===== src/rtl/btn_event_port_pkg.sv =====
// Shared io defines for the button input path: default debounce depth and
// the board button bit order {L,C,R,U} = {3,2,1,0}, also used by dmem_io.
package btn_event_port_pkg;

  localparam int NBTN_DEF      = 4;
  localparam int DB_CYCLES_DEF = 4;
  localparam int CNT_W_DEF     = 3;

  typedef enum int {
    BTN_U = 0,
    BTN_R = 1,
    BTN_C = 2,
    BTN_L = 3
  } btn_idx_e;

endpackage


===== src/rtl/btn_event_port_debounce_cell.sv =====
// One-bit button conditioner: 2-flop synchroniser, then a restartable
// debounce counter. rise is combinational so the parent can capture the
// press on the same edge that the debounced level goes high.
import btn_event_port_pkg::*;

module debounce_cell #(
  parameter int DB_CYCLES = DB_CYCLES_DEF,
  parameter int CNT_W     = CNT_W_DEF
) (
  input  logic clk,
  input  logic reset,
  input  logic raw,
  output logic level,
  output logic rise
);

  localparam logic [CNT_W-1:0] CNT_TC = CNT_W'(DB_CYCLES - 1);

  logic             s1;
  logic             s2;
  logic             stable;
  logic [CNT_W-1:0] cnt;
  logic             accept;

  // A differing level is accepted on the edge where the count hits terminal.
  assign accept = (s2 != stable) && (cnt == CNT_TC);
  assign rise   = accept & s2;
  assign level  = stable;

  // Synchronise the asynchronous pin; only s1 ever samples raw.
  always_ff @(posedge clk or posedge reset) begin
    if (reset) begin
      s1 <= 1'b0;
      s2 <= 1'b0;
    end else begin
      s1 <= raw;
      s2 <= s1;
    end
  end

  // Count consecutive edges of disagreement; any return to stable restarts.
  always_ff @(posedge clk or posedge reset) begin
    if (reset) begin
      stable <= 1'b0;
      cnt    <= '0;
    end else if (s2 == stable) begin
      cnt <= '0;
    end else if (accept) begin
      stable <= s2;
      cnt    <= '0;
    end else begin
      cnt <= cnt + 1'b1;
    end
  end

endmodule


===== src/rtl/btn_event_port.sv =====
// Button input port: per-bit debounce cells plus sticky press/overrun flags
// with an explicit mask clear, so no press is lost between software polls.
import btn_event_port_pkg::*;

module btn_event_port #(
  parameter int NBTN      = NBTN_DEF,
  parameter int DB_CYCLES = DB_CYCLES_DEF,
  parameter int CNT_W     = CNT_W_DEF
) (
  input  logic            clk,
  input  logic            reset,
  input  logic [NBTN-1:0] btn_raw,
  input  logic            clr_en,
  input  logic [NBTN-1:0] clr_mask,
  output logic [NBTN-1:0] btn_level,
  output logic [NBTN-1:0] btn_event,
  output logic [NBTN-1:0] overrun,
  output logic            any_event
);

  logic [NBTN-1:0] rise;
  logic [NBTN-1:0] clr_bits;

  for (genvar i = 0; i < NBTN; i++) begin : g_cell
    debounce_cell #(
      .DB_CYCLES(DB_CYCLES),
      .CNT_W    (CNT_W)
    ) u_cell (
      .clk  (clk),
      .reset(reset),
      .raw  (btn_raw[i]),
      .level(btn_level[i]),
      .rise (rise[i])
    );
  end

  assign clr_bits  = {NBTN{clr_en}} & clr_mask;
  assign any_event = |btn_event;

  // Sticky flags: a rise always wins over a simultaneous clear of its bit,
  // and a rise landing on its own clear is a fresh event, not an overrun.
  always_ff @(posedge clk or posedge reset) begin
    if (reset) begin
      btn_event <= '0;
      overrun   <= '0;
    end else begin
      btn_event <= rise | (btn_event & ~clr_bits);
      overrun   <= (rise & btn_event & ~clr_bits) | (overrun & ~clr_bits);
    end
  end

endmodule


===== config.mk =====
export PLATFORM = sky130hd
export DESIGN_NAME = btn_event_port
export DESIGN_NICKNAME = d
export VERILOG_FILES = /design/src/rtl/btn_event_port_pkg.sv /design/src/rtl/btn_event_port_debounce_cell.sv /design/src/rtl/btn_event_port.sv
export SDC_FILE = /design/constraint.sdc
export NUM_CORES = 1
export LEC_CHECK = 0
export ABC_AREA = 1
export CELL_PAD_IN_SITES_DETAIL_PLACEMENT = 0
export CELL_PAD_IN_SITES_GLOBAL_PLACEMENT = 1
export CORE_ASPECT_RATIO = 0.9
export CORE_MARGIN = 4
export CORE_UTILIZATION = 35
export CTS_BUF_LIST = sky130_fd_sc_hd__clkbuf_8
export DETAILED_ROUTE_END_ITERATION = 8
export PLACE_DENSITY = 0.79
export SETUP_SLACK_MARGIN = 0.15
export SKIP_LAST_GASP = 1
export SLEW_MARGIN = 10
export SYNTH_ARGS = -nofsm -noshare
export SYNTH_HDL_FRONTEND = slang
export SYNTH_SLANG_ARGS = --single-unit
export TNS_END_PERCENT = 1

===== constraint.sdc =====
create_clock -name clk -period 3.6 [get_ports clk]
set_clock_uncertainty 0.2 [all_clocks]
set_input_delay 0.72 -clock clk [delete_from_list [all_inputs] [get_ports clk]]
set_output_delay 0.72 -clock clk [all_outputs]
set_load 0.05 [all_outputs]

==> metrics.cfg <==
[grt]
track_usage_pct=10.8
antenna_found_initial=0
grt_pass1_wl_mm=3.80
grt_max_degree=33
grt_overflow_total=0
grt_pass1_vias=841

[sta]
timing_hold_violations_final=0
fin_worst_hold_slack_ns=0.148
rsz0062_at_grt=false
worst_pin_slew_ns=0.517
finalSetupViolCount=0
timing.slew.headroom_pct=65.5
final.period_utilization_pct=69.0
fmax_mhz=402
tns_ns=0
final-max-slew-violation-count=0
finalCriticalPeriod_ns=2.48

[finish]
drive_above_1_share_pct=6.71
layout-area-overhead-vs-synth_pct=27.3
stdcell_count=208
antenna_cells_inserted=0
finalNetCount=178

[critical_path]
startpoint_type=flop
critical_path_buf_inv_count=1
timing.reg2reg.setup_slack_ns=2.39
crit_type=reg -> out
worstPathCellList=nor2_1, nand2_1, clkdlybuf4s50_1
worst_path_largest_cell_delay_ns=0.80
sort_of_element_at_the_end_of_the_critical_path=output pin
required_ns=2.68
critPathSlowestCell=clkdlybuf4s50_1
crit_fanout=3
timing.critical_path.max_delay_family=buffers and inverters
cp_data_arrival_time_ns=1.56

[cts]
cts_root_buffer=clkbuf_8
cts.reportedPaths.clkPinSlew_ns=0.06
post_cts.resized_instances=0
post_cts.repair.setup_buffers=0
clock_path_buffers=2
clock_tree.htree_level_count=2
cts_made_buffers=5
sink_count=32
tritoncts=built
worst_skew_pair.late_latency_ns=0.28
cts.hold.buffers_added=0

[route]
drt-total-wl_mm=2.18
drtPass1Iterations=4
drc=0
ant_nets=0
route.layer.met1.wl_mm=1.04
first_drt_iteration_drcs=33
detail_route.vias_per_cell=4.30
avgRoutedWirePerCell_um=10.5
vias=894
maxUsedRoutingLayer=met4
met3_wirelength_um=123
met2_length_mm=1.01

[synthesis]
synthDistinctLibCells=12
syn_avg_cell_area_um2=9.49
synth.cell_area_um2=1290
synthTopCellsByArea=dfrtp_1 (62%), nand2_1 (11%), inv_1 (5.8%)
postSynthCellCount=136
synth_largest_type_area_fraction_pct=62.0
synth_fp_nets=151
post-synth-top-area-cell=dfrtp_1
yosys_warnings=0
yosys_register_bits=32
sequential_area_share_after_synthesis_pct=62.0

[floorplanning]
die_width_um=72.0
number_of_rows_created_at_floorplan=20
coreArea_um2=3450
initial_core_util_pct=37.4
io_pins=24
dieHeight_um=65.6
die_area_um2=4730

[power]
power.static_leakage_nw=0.848
irDropWorstVdd_mv=0.315
p_per_area_nw_per_um2=749

[place]
dpl.hpwl_mm=1.63
place_inst=200
finalWeightedCongestion=0.739
placement.io_buffers=23

[flow_run]
maxCapViolCount=0

[worst_hold_path]
class_of_the_tightest_hold_or_removal_check=reg -> reg

[run_status]
status=finished, final reports clean

flip-flops by register name, summed over array words and instances (netlist names):
register / count
g_cell.u_cell.cnt: 12
btn_event: 4
g_cell.u_cell.level: 4
g_cell.u_cell.s1: 4
g_cell.u_cell.s2: 4
overrun: 4
power breakdown:
group          switching, W  internal (W)  total [W]
combinational      0.000305      0.000169   0.000473
sequential        0.0000533      0.000436   0.000489
clock              0.000118      0.000150   0.000268
total              0.000477      0.000754    0.00123
layout by cell type, fill, tap and decap left out, drive strengths merged:
master          n
nand2          42
dfrtp          32
clkdlybuf4s50  23
inv            22
nor2           18
o21ai           6
clkbuf          6
xnor2           4
ha              4
or2             4
nand3           2
buf             1
per-layer routing:
metal | global-route usage (%) | vias up
met3 | 5.20 | 2
met4 | 4.23 | 0
met1 | 14.2 | 423
met2 | 15.3 | 17
li1 | - | 452
met5 | 0 | -
final cells by class:
cell class | count | area [um2]
fill | 322 | 1810
sequential | 32 | 801
multi-input combinational | 80 | 385
timing repair buffer | 24 | 238
clock buffer | 6 | 82.6
inverter | 20 | 75.1
tap | 44 | 55.1
clock inverter | 2 | 7.51
stage by stage:
step | area [um2] | utilization (%) | power (W) | setup slack, ns
6_report | 1640 | 47.6 | 0.00123 | 1.12
5_1_grt | 1640 | 47.6 | 0.00132 | 1.03
4_1_cts | 1640 | 47.6 | 0.00125 | 1.10
3_5_place_dp | 1550 | 45.0 | 0.000975 | 1.42
3_3_place_gp | 1550 | 45.0 | 0.000961 | 1.43
2_1_floorplan | 1290 | - | 0.000853 | 1.61
synthesized netlist by cell type:
cell type,n
buf_4,4
dfrtp_1,32
ha_1,4
inv_1,20
nand2_1,38
nand2_2,4
nand3_1,2
nor2_1,18
o21ai_1,6
or2_0,3
or2_1,1
xnor2_1,4
final timing paths:
path,start,end,depth (start not counted)
max,btn_event[1],any_event,3
min,g_cell[1].u_cell.s1,g_cell[1].u_cell.s2,0
max reg2reg,g_cell[2].u_cell.cnt[0],g_cell[2].u_cell.cnt[2],3
min reg2reg,g_cell[1].u_cell.s1,g_cell[1].u_cell.s2,0
max in group asynchronous,reset,g_cell[2].u_cell.cnt[2],3
min in group asynchronous,reset,g_cell[1].u_cell.s1,3
logic make-up after synthesis:
logic type	after synthesis	synth area share (%)
compound gates	6	2.33
xor+xnor	4	2.71
fa+ha+maj	4	3.88
buf+inv	24	8.14
flops	32	62.0
simple gates	66	20.9
No activity file was read; power rests on OpenSTA's default activity.
